### config.mk
export PLATFORM = sky130hd
export DESIGN_NAME = multicycle_controller_flat
export DESIGN_NICKNAME = d
export VERILOG_FILES = /design/src/rtl/multicycle_controller_if.sv /design/src/rtl/multicycle_controller.sv /design/src/flat_wrapper.sv
export SDC_FILE = /design/constraint.sdc
export NUM_CORES = 1
export LEC_CHECK = 0
export CAP_MARGIN = 15
export CORE_UTILIZATION = 40
export CTS_BUF_LIST = sky130_fd_sc_hd__clkbuf_16
export DETAILED_ROUTE_END_ITERATION = 12
export GPL_ROUTABILITY_DRIVEN = 1
export PLACE_DENSITY = 0.83
export SYNTH_ARGS = -nofsm -noshare
export SYNTH_HDL_FRONTEND = slang
export SYNTH_SLANG_ARGS = --single-unit
export TNS_END_PERCENT = 50
### constraint.sdc
create_clock -name clk -period 2.8 [get_ports clk]
set_input_delay 0.42 -clock clk [delete_from_list [all_inputs] [get_ports clk]]
set_output_delay 0.42 -clock clk [all_outputs]
set_load 0.02 [all_outputs]
### src/rtl/multicycle_controller_if.sv
// Control bundle between the multi-cycle controller and its datapath.
// The master side is the controller; the slave side is the datapath.
interface multicycle_controller_if;
    logic [6:0] opcode;
    logic       zero;
    logic       mem_ready;
    logic       pcwrite;
    logic       adrsrc;
    logic       memwrite;
    logic       irwrite;
    logic       regwrite;
    logic [1:0] resultsrc;
    logic [1:0] alusrca;
    logic [1:0] alusrcb;
    logic [1:0] alu_op;
    logic [1:0] imm_src;
    logic       illegal;
    logic       instr_done;
    logic [3:0] state;

    modport master (
        input  opcode, zero, mem_ready,
        output pcwrite, adrsrc, memwrite, irwrite, regwrite, resultsrc,
               alusrca, alusrcb, alu_op, imm_src, illegal, instr_done, state
    );

    modport slave (
        output opcode, zero, mem_ready,
        input  pcwrite, adrsrc, memwrite, irwrite, regwrite, resultsrc,
               alusrca, alusrcb, alu_op, imm_src, illegal, instr_done, state
    );
endinterface

### src/rtl/multicycle_controller.sv
// Moore control FSM for the multi-cycle RISC-V core (lw, sw, R, I, beq, jal, lui).
// Define MC_MEM_WAIT_EN to stall FETCH/MEMREAD/MEMWRITE until mem_ready.
module multicycle_controller (
    input  logic                    clk,
    input  logic                    reset,
    multicycle_controller_if.master bus
);
    localparam int unsigned STATE_W  = 4;
    localparam int unsigned OPCODE_W = 7;
    localparam int unsigned SEL_W    = 2;

    typedef enum logic [STATE_W-1:0] {
        S_FETCH    = 4'd0,
        S_DECODE   = 4'd1,
        S_MEMADR   = 4'd2,
        S_MEMREAD  = 4'd3,
        S_MEMWB    = 4'd4,
        S_MEMWRITE = 4'd5,
        S_EXECUTER = 4'd6,
        S_EXECUTEI = 4'd7,
        S_ALUWB    = 4'd8,
        S_BEQ      = 4'd9,
        S_JAL      = 4'd10,
        S_LUI      = 4'd11
    } state_e;

    localparam logic [OPCODE_W-1:0] OP_LW    = 7'b0000011;
    localparam logic [OPCODE_W-1:0] OP_SW    = 7'b0100011;
    localparam logic [OPCODE_W-1:0] OP_RTYPE = 7'b0110011;
    localparam logic [OPCODE_W-1:0] OP_ITYPE = 7'b0010011;
    localparam logic [OPCODE_W-1:0] OP_BEQ   = 7'b1100011;
    localparam logic [OPCODE_W-1:0] OP_JAL   = 7'b1101111;
    localparam logic [OPCODE_W-1:0] OP_LUI   = 7'b0110111;

    localparam logic [SEL_W-1:0] RES_ALUOUT = 2'b00;
    localparam logic [SEL_W-1:0] RES_DATA   = 2'b01;
    localparam logic [SEL_W-1:0] RES_ALURES = 2'b10;
    localparam logic [SEL_W-1:0] RES_IMM    = 2'b11;

    localparam logic [SEL_W-1:0] SRCA_PC    = 2'b00;
    localparam logic [SEL_W-1:0] SRCA_OLDPC = 2'b01;
    localparam logic [SEL_W-1:0] SRCA_RD1   = 2'b10;

    localparam logic [SEL_W-1:0] SRCB_RD2   = 2'b00;
    localparam logic [SEL_W-1:0] SRCB_IMM   = 2'b01;
    localparam logic [SEL_W-1:0] SRCB_FOUR  = 2'b10;

    localparam logic [SEL_W-1:0] ALUOP_ADD   = 2'b00;
    localparam logic [SEL_W-1:0] ALUOP_SUB   = 2'b01;
    localparam logic [SEL_W-1:0] ALUOP_FUNCT = 2'b10;

    localparam logic [SEL_W-1:0] IMM_I  = 2'b00;
    localparam logic [SEL_W-1:0] IMM_S  = 2'b01;
    localparam logic [SEL_W-1:0] IMM_B  = 2'b10;
    localparam logic [SEL_W-1:0] IMM_JU = 2'b11;

    state_e state_q;
    state_e state_d;

    logic             mem_done_c;
    logic             pcupdate_c;
    logic             branch_c;
    logic             pcwrite_c;
    logic             adrsrc_c;
    logic             memwrite_c;
    logic             irwrite_c;
    logic             regwrite_c;
    logic [SEL_W-1:0] resultsrc_c;
    logic [SEL_W-1:0] alusrca_c;
    logic [SEL_W-1:0] alusrcb_c;
    logic [SEL_W-1:0] alu_op_c;
    logic [SEL_W-1:0] imm_src_c;
    logic             illegal_c;
    logic             instr_done_c;

    // Memory-access completion: slow memory gates the stalling states.
`ifdef MC_MEM_WAIT_EN
    assign mem_done_c = bus.mem_ready;
`else
    logic unused_mem_ready;
    assign unused_mem_ready = bus.mem_ready;
    assign mem_done_c       = 1'b1;
`endif

    always_ff @(posedge clk or posedge reset) begin
        if (reset) begin
            state_q <= S_FETCH;
        end else begin
            state_q <= state_d;
        end
    end

    // Next state and Moore outputs; write strobes are squashed during reset.
    always_comb begin
        state_d      = state_q;
        pcupdate_c   = 1'b0;
        branch_c     = 1'b0;
        adrsrc_c     = 1'b0;
        memwrite_c   = 1'b0;
        irwrite_c    = 1'b0;
        regwrite_c   = 1'b0;
        resultsrc_c  = RES_ALUOUT;
        alusrca_c    = SRCA_PC;
        alusrcb_c    = SRCB_RD2;
        alu_op_c     = ALUOP_ADD;
        illegal_c    = 1'b0;
        instr_done_c = 1'b0;

        unique case (state_q)
            S_FETCH: begin
                adrsrc_c    = 1'b0;
                irwrite_c   = mem_done_c;
                alusrca_c   = SRCA_PC;
                alusrcb_c   = SRCB_FOUR;
                alu_op_c    = ALUOP_ADD;
                resultsrc_c = RES_ALURES;
                pcupdate_c  = mem_done_c;
                if (mem_done_c) begin
                    state_d = S_DECODE;
                end
            end
            S_DECODE: begin
                // OldPC + imm is formed here so beq/jal have their target ready.
                alusrca_c = SRCA_OLDPC;
                alusrcb_c = SRCB_IMM;
                alu_op_c  = ALUOP_ADD;
                unique case (bus.opcode)
                    OP_LW, OP_SW: state_d = S_MEMADR;
                    OP_RTYPE:     state_d = S_EXECUTER;
                    OP_ITYPE:     state_d = S_EXECUTEI;
                    OP_BEQ:       state_d = S_BEQ;
                    OP_JAL:       state_d = S_JAL;
                    OP_LUI:       state_d = S_LUI;
                    default: begin
                        state_d      = S_FETCH;
                        illegal_c    = 1'b1;
                        instr_done_c = 1'b1;
                    end
                endcase
            end
            S_MEMADR: begin
                alusrca_c = SRCA_RD1;
                alusrcb_c = SRCB_IMM;
                alu_op_c  = ALUOP_ADD;
                state_d   = (bus.opcode == OP_LW) ? S_MEMREAD : S_MEMWRITE;
            end
            S_MEMREAD: begin
                adrsrc_c    = 1'b1;
                resultsrc_c = RES_ALUOUT;
                if (mem_done_c) begin
                    state_d = S_MEMWB;
                end
            end
            S_MEMWB: begin
                resultsrc_c  = RES_DATA;
                regwrite_c   = 1'b1;
                instr_done_c = 1'b1;
                state_d      = S_FETCH;
            end
            S_MEMWRITE: begin
                adrsrc_c     = 1'b1;
                memwrite_c   = 1'b1;
                instr_done_c = mem_done_c;
                if (mem_done_c) begin
                    state_d = S_FETCH;
                end
            end
            S_EXECUTER: begin
                alusrca_c = SRCA_RD1;
                alusrcb_c = SRCB_RD2;
                alu_op_c  = ALUOP_FUNCT;
                state_d   = S_ALUWB;
            end
            S_EXECUTEI: begin
                alusrca_c = SRCA_RD1;
                alusrcb_c = SRCB_IMM;
                alu_op_c  = ALUOP_FUNCT;
                state_d   = S_ALUWB;
            end
            S_ALUWB: begin
                resultsrc_c  = RES_ALUOUT;
                regwrite_c   = 1'b1;
                instr_done_c = 1'b1;
                state_d      = S_FETCH;
            end
            S_BEQ: begin
                alusrca_c    = SRCA_RD1;
                alusrcb_c    = SRCB_RD2;
                alu_op_c     = ALUOP_SUB;
                resultsrc_c  = RES_ALUOUT;
                branch_c     = 1'b1;
                instr_done_c = 1'b1;
                state_d      = S_FETCH;
            end
            S_JAL: begin
                // PC takes the target from ALUOut while the ALU forms OldPC + 4 for rd.
                alusrca_c   = SRCA_OLDPC;
                alusrcb_c   = SRCB_FOUR;
                alu_op_c    = ALUOP_ADD;
                resultsrc_c = RES_ALUOUT;
                pcupdate_c  = 1'b1;
                state_d     = S_ALUWB;
            end
            S_LUI: begin
                resultsrc_c  = RES_IMM;
                regwrite_c   = 1'b1;
                instr_done_c = 1'b1;
                state_d      = S_FETCH;
            end
            default: begin
                state_d = S_FETCH;
            end
        endcase

        pcwrite_c = pcupdate_c | (branch_c & bus.zero);

        if (reset) begin
            pcwrite_c    = 1'b0;
            irwrite_c    = 1'b0;
            regwrite_c   = 1'b0;
            memwrite_c   = 1'b0;
            illegal_c    = 1'b0;
            instr_done_c = 1'b0;
        end
    end

    // Immediate format follows the opcode in every state.
    always_comb begin
        imm_src_c = IMM_I;
        unique case (bus.opcode)
            OP_LW, OP_ITYPE: imm_src_c = IMM_I;
            OP_SW:           imm_src_c = IMM_S;
            OP_BEQ:          imm_src_c = IMM_B;
            OP_JAL, OP_LUI:  imm_src_c = IMM_JU;
            default:         imm_src_c = IMM_I;
        endcase
    end

    assign bus.pcwrite    = pcwrite_c;
    assign bus.adrsrc     = adrsrc_c;
    assign bus.memwrite   = memwrite_c;
    assign bus.irwrite    = irwrite_c;
    assign bus.regwrite   = regwrite_c;
    assign bus.resultsrc  = resultsrc_c;
    assign bus.alusrca    = alusrca_c;
    assign bus.alusrcb    = alusrcb_c;
    assign bus.alu_op     = alu_op_c;
    assign bus.imm_src    = imm_src_c;
    assign bus.illegal    = illegal_c;
    assign bus.instr_done = instr_done_c;
    assign bus.state      = STATE_W'(state_q);

endmodule

### src/flat_wrapper.sv
// flat-port wrapper written by rule: the top's interface ports become plain ports
module multicycle_controller_flat 
  (clk, reset, bus_opcode, bus_zero, bus_mem_ready, bus_pcwrite, bus_adrsrc, bus_memwrite, bus_irwrite, bus_regwrite, bus_resultsrc, bus_alusrca, bus_alusrcb, bus_alu_op, bus_imm_src, bus_illegal, bus_instr_done, bus_state);
  multicycle_controller_if bus_i ();
  input  logic clk;
  input  logic reset;
  input wire logic [$bits(bus_i.opcode)-1:0] bus_opcode;
  input wire logic [$bits(bus_i.zero)-1:0] bus_zero;
  input wire logic [$bits(bus_i.mem_ready)-1:0] bus_mem_ready;
  output wire logic [$bits(bus_i.pcwrite)-1:0] bus_pcwrite;
  output wire logic [$bits(bus_i.adrsrc)-1:0] bus_adrsrc;
  output wire logic [$bits(bus_i.memwrite)-1:0] bus_memwrite;
  output wire logic [$bits(bus_i.irwrite)-1:0] bus_irwrite;
  output wire logic [$bits(bus_i.regwrite)-1:0] bus_regwrite;
  output wire logic [$bits(bus_i.resultsrc)-1:0] bus_resultsrc;
  output wire logic [$bits(bus_i.alusrca)-1:0] bus_alusrca;
  output wire logic [$bits(bus_i.alusrcb)-1:0] bus_alusrcb;
  output wire logic [$bits(bus_i.alu_op)-1:0] bus_alu_op;
  output wire logic [$bits(bus_i.imm_src)-1:0] bus_imm_src;
  output wire logic [$bits(bus_i.illegal)-1:0] bus_illegal;
  output wire logic [$bits(bus_i.instr_done)-1:0] bus_instr_done;
  output wire logic [$bits(bus_i.state)-1:0] bus_state;
  assign bus_i.opcode = bus_opcode;
  assign bus_i.zero = bus_zero;
  assign bus_i.mem_ready = bus_mem_ready;
  assign bus_pcwrite = bus_i.pcwrite;
  assign bus_adrsrc = bus_i.adrsrc;
  assign bus_memwrite = bus_i.memwrite;
  assign bus_irwrite = bus_i.irwrite;
  assign bus_regwrite = bus_i.regwrite;
  assign bus_resultsrc = bus_i.resultsrc;
  assign bus_alusrca = bus_i.alusrca;
  assign bus_alusrcb = bus_i.alusrcb;
  assign bus_alu_op = bus_i.alu_op;
  assign bus_imm_src = bus_i.imm_src;
  assign bus_illegal = bus_i.illegal;
  assign bus_instr_done = bus_i.instr_done;
  assign bus_state = bus_i.state;
  multicycle_controller u_core (.clk(clk), .reset(reset), .bus(bus_i));
endmodule
# Yosys cells after proc, flatten, opt, wreduce, memory -nomap -nowiden
# Index checks and enable logic that the tools add are counted.
totals:
  register_bits: 4
  out_inout_bits: 21
op_classes:
  n_eq_ne: 18
  mux: 23
  n_bitwise: 2
  n_reduce_logical: 13
ops:
  columns: ["operator", "n"]
  rows:
  - ["case mux 4 bit (6 select lines)", 1]
  - ["equality test 7 x 6 -> 1 bit (second input constant)", 3]
  - ["case mux 4 bit (5 select lines)", 1]
  - ["equality test 4 x 3 -> 1 bit (second input constant)", 4]
  - ["equality test 4 bit (second input constant)", 4]
  - ["equality test 7 bit (second input constant)", 2]
  - ["2-to-1 mux 1 bit", 14]
  - ["case mux 2 bit (2 select lines)", 3]
  - ["case mux 2 bit (3 select lines)", 2]
  - ["OR reduction 2 bit", 6]
  - ["OR reduction 3 bit", 3]
  - ["equality test 4 x 2 -> 1 bit (second input constant)", 2]
  - ["equality test 7 x 2 -> 1 bit (second input constant)", 1]
  - ["equality test 7 x 5 -> 1 bit (second input constant)", 1]
  - ["OR reduction 7 bit", 1]
  - ["OR reduction 5 bit", 1]
  - ["equality test 4 x 1 -> 1 bit (second input constant)", 1]
  - ["zero test 4 bit", 1]
  - ["OR reduction 4 bit", 1]
  - ["2-to-1 mux 3 bit", 1]
  - ["case mux 1 bit (2 select lines)", 1]
  - ["AND 1 bit", 1]
  - ["bitwise OR 1 bit", 1]

# Longest topological paths before layout
depth:
  word_depth: 5
  mapped_depth: 5
  mapped_depth_nobuf: 4

# Worst setup path after synthesis
# No wires, ideal clock.
synth_timing:
  kind: "reg2out"
  from: "register u_core.state_q[3], in the netlist u_core.bus.state[3]"
  to: "output bus_pcwrite"
  arrival_ns: 1.670
  t_required_ns: 2.380
  slack_ns: 0.710
  path_stages_with_launch: 5
  path_cell_list: "dfrtp_1 > clkbuf_1 > buf_1 > nand2_1 > a211oi_1"
synth_between:
  elab_chain_len: 5
  word_cells_on_any_way: 9
synth_rtl:
  columns: ["element", "line_no", "text"]
  rows:
  - ["from (decl)", "multicycle_controller.sv:57", "state_e state_q;"]
  - ["from (signal assigned)", "multicycle_controller.sv:89", "state_q <= state_d;"]
  - ["equality test 4 bit / zero test 4 bit (equally long branches)", "multicycle_controller.sv:109", "unique case (state_q)"]
  - ["OR reduction 2 bit (no line) / 2-to-1 mux 1 bit (equally long branches)", null, null]
  - ["2-to-1 mux 1 bit / AND 1 bit (equally long branches)", "multicycle_controller.sv:109, multicycle_controller.sv:215", null]
  - ["bitwise OR 1 bit (*)", "multicycle_controller.sv:215", "pcwrite_c = pcupdate_c | (branch_c & bus.zero);"]
  - ["2-to-1 mux 1 bit (*)", "multicycle_controller.sv:217", "if (reset) begin"]
  - ["to (decl)", "flat_wrapper.sv:10", "output wire logic [$bits(bus_i.pcwrite)-1:0] bus_pcwrite;"]
# Mark *: on every way between the ends. The rest lies on a longest branch, timed or not.

# Final worst setup path
layout_timing:
  from: "input bus_opcode[2]"
  to: "output bus_imm_src[0]"
layout_between:
  elab_chain_len: 3
  word_cells_on_any_way: 6
layout_rtl:
  columns: ["element", "line_no", "text"]
  rows:
  - ["from (decl)", "flat_wrapper.sv:7", "input wire logic [$bits(bus_i.opcode)-1:0] bus_opcode;"]
  - ["equality test 7 bit / equality test 7 x 6 -> 1 bit (equally long branches)", "multicycle_controller.sv:230", "unique case (bus.opcode)"]
  - ["OR reduction 2 bit", "multicycle_controller.sv:230", null]
  - ["case mux 2 bit (3 select lines) (*)", "multicycle_controller.sv:230", null]
  - ["to (decl)", "flat_wrapper.sv:19", "output wire logic [$bits(bus_i.imm_src)-1:0] bus_imm_src;"]
# Marked as above.

==> results list <==
- The run finished with clean final reports.
- Clock-pin slew was measured on the worst setup and hold paths at 30 ps.
- Vias/cell: 5.76
- Die boundary height: 40.1 um
- Power spread over the standard cell area amounts to 669 nW/um^2.
- 32 I/O pins were placed.
- Number of nets in the layout: 133
* Warning count from the yosys run: 0
* Clock root buffer: clkbuf_16
- The clock network is responsible for 32.3% of the overall power.
* Type of the worst setup path: primary input to primary output
- Measured against the total synthesized area, the mux share comes to 0%.
- Switching power as a share of total power: 37.3%
- Worst reg-to-reg setup slack: 1330 ps
- IR analysis of the VDD net gives a maximum drop of 0.576 mV.
- Entering global routing, the biggest net connects 16 pins.
- Subtracting the final worst setup slack from the clock period gives 2660 ps.
- Ant. Diodes: 0
- Worst Path Max Fanout: 5
- Sort of element at the end of the critical path: primary output
- Clock sinks: 4
* Remaining Overflow, GRT: 0
* Number of hold-repair buffers added at the cts stage: 0
- After synthesis, the mean cell area works out to 7.01 sq um.
* Area growth syn-to-layout: 76.6%
- Share of total power in combinational logic: 55.1%
- Wires add up to 1840 um.
* Number of max-cap violations: 0
* Total DRC errors in the routed layout: 0
- Share of layout cells above drive strength 1: 13.3%
* Critical path launch point type: primary input
- In this run the core area contains 13 standard-cell rows.
- The number of clock buffers added by TritonCTS is 3.
* Worst endpoint data arrival time: 2240 ps
- Summing the areas of all compound-gate instances in the mapped netlist gives 22.4% of the synthesized area.
* Main combinational cell family by area after synthesis: simple AND/OR/NAND/NOR gates
* Net switching power: 0.256 mW
- Clock tree from TritonCTS: done
- H-Tree Level Count: 1
* Via count of the first global-routing pass: 690
* Proportion of synthesized chip area in sequential cells: 17.2%
* Commonest non-fill, non-tap cell in the layout: clkdlybuf4s50_1
- Count of unique library cells instantiated by Yosys: 35
* Most frequent cells in the layout: 27 x clkdlybuf4s50_1, 11 x buf_4, 7 x a21oi_1, 7 x nor2_1
* CP max stage delay: 620 ps
* Final RePlAce weighted congestion: 0.764
- P_int: 0.431 mW
* CORE AREA: 1330 sq um
- Most used cell, CP: clkdlybuf4s50_1
* Slew of the pin with the lowest slew margin: 432 ps
- After the first detailed-routing iteration, the DRC count stood at 21.
- Routed len/inst: 13.6 um
* Worst-skew pair later-pin latency: 220 ps
* Setup Buffers After CTS: 0
- The die covers 1610 sq um.
- Pins over their slew limit: 0
* RSZ-0062 raised after global routing: false
* Dpl cells: 132
- Final antenna-violating net count: 0
- Final-report hold violation count: 0
- Post-route clock period utilization: 95.0%
- The tightest min-delay check is of the primary input to async pin type.
- In this run the deepest clock path goes through 2 buffers.
* Seq pwr share: 12.6%
* Number of non-filler instances in the completed layout: 135
* Post-synth net total: 94
- Netlist Area Pre-Place: 582 sq um
- The final route contains 778 vias.
- The first global-routing pass estimated 2850 um of wire.
* Crit path required time: 2380 ps
* Xor/xnor cell area share of the yosys netlist: 7.53%
* Leakage Power: 0.451 nW
- Summed over all failing endpoints, the final setup total negative slack is 0 ps.
* Cell type of the slowest stage on the worst timing path: clkdlybuf4s50_1
- Final count of negative-setup-slack endpoints: 0
* Slew headroom: 70.4%
- The initial antenna violation count is 0.
- Overall die width: 40.1 um
- For this configuration, the core starts out at a cell density of 43.6%.
- Synthesis-stage register bit count: 4
- Walking the worst path, the cells encountered are clkdlybuf4s50_1 -> buf_4 -> xor2_1 -> or3_1 -> a21oi_1 -> clkdlybuf4s50_1.
* Area of placed instances: 948 sq um
- Final standard cell area without fillers: 1030 sq um
- Number of iterations in the first detailed-routing pass: 4
- Port buffering added 30 buffers.
- Summing the areas of all fa, ha and maj instances in the mapped netlist gives 0% of the synthesized area.
- The register with the most flip-flops in the layout has 4 of them.
- Between clock sinks in the finished design, the worst skew comes to 0.320 ps.
- Global routing used 26.0% of the available tracks.
- Post-synthesis instance total: 83
- Once detailed placement completed, the half-perimeter wirelength came to 1340 um.
- Static timing analysis puts the maximum clock frequency at 376 MHz.
- The synthesized netlist devotes 43.7% of its cell area to simple gates.
## layer usage
| metal | track usage, % | routed length, um |
|---|---|---|
| met1 | 27.2 | 757 |
| met3 | 5.56 | 120 |
| met2 | 49.6 | 938 |
| met4 | 9.48 | 21 |
| met5 | 0 | 0 |
## cells in the mapped netlist (all sizes together)
library cell	number	area (sq um)
inv	5	18.8
nand4b	2	17.5
xor2	2	17.5
nand3	4	20.0
and4b	1	10.0
a31oi	1	6.26
a31o	1	8.76
o41ai	1	8.76
nand2	6	22.5
nor4	2	12.5
nor2	7	26.3
nand2b	4	25.0
o22ai	1	6.26
dfrtp	4	100
nor4b	1	8.76
o32ai	1	8.76
a21oi	7	35.0
clkbuf	4	15.0
or4b	1	13.8
xnor2	3	26.3
a311oi	1	15.0
o21ai	2	10.0
a2111oi	1	8.76
or3	6	37.5
a211oi	1	7.51
or4	1	7.51
or4bb	1	11.3
o31ai	1	7.51
nor3	3	15.0
nor2b	3	18.8
nor3b	1	7.51
buf	3	20.0
a21o	1	7.51
## power by group through the flow
stage	combinational, mW	clock, mW	sequential (mW)
after floorplan	0.205	0	0.0907
after global placement	0.376	0	0.0861
after detailed placement	0.382	0	0.0867
after CTS	0.380	0.225	0.0862
after global routing	0.410	0.231	0.0885
final	0.379	0.222	0.0864
## stage by stage
| stage | util [%] | worst slack, ps | hold WS [ps] | power (mW) |
|---|---|---|---|---|
| 6_report | 77.0 | 139 | 573 | 0.687 |
| 5_1_grt | 77.0 | 69.6 | 596 | 0.730 |
| 4_1_cts | 76.6 | 1.43 | 567 | 0.692 |
| 3_5_place_dp | 71.1 | -36.7 | 644 | 0.469 |
| 3_3_place_gp | 71.1 | 11.9 | 626 | 0.462 |
| 2_1_floorplan | - | 710 | 194 | 0.296 |
## logic make-up (layout without fill, tap and decap cells)
logic type,after synthesis,in the layout
AOI/OAI and AO/OA,19,19
xor gates and xnor gates,5,5
buffers and inverters,12,49
DFF,4,4
and+or+nand+nor,43,43
## final timing paths
kind / startpoint / to / cells after the start
worst max-delay path: bus_opcode[2] / bus_imm_src[0] / 6
worst min-delay path: reset / u_core.bus.state[3]$_DFF_PP0_ / 2
worst max register to register: u_core.bus.state[1]$_DFF_PP0_ / u_core.bus.state[2]$_DFF_PP0_ / 3
worst min register to register: u_core.bus.state[2]$_DFF_PP0_ / u_core.bus.state[0]$_DFF_PP0_ / 2
max in group asynchronous: reset / u_core.bus.state[1]$_DFF_PP0_ / 2
min in group clk: u_core.bus.state[2]$_DFF_PP0_ / u_core.bus.state[0]$_DFF_PP0_ / 2
## critical path, delay by kind of cell
family          cells  cell delay (ps)
compound gates      1              160
xor+xnor            1              140
buf+inv             3             1220
simple gates        1              300
## layout make-up
cell class	count	area [sq um]
multi-input combinational	67	428
timing repair buffer	41	387
clock buffer	3	75.1
sequential	4	100
fill	94	307
tap	15	18.8
inverter	5	18.8
## repair_timing
action,4_1_cts,5_1_grt
endpoints found under the setup margin,1,2
resized for setup,1,2
cloned,0,0
Note: power is estimated with default switching activity, not from simulation.
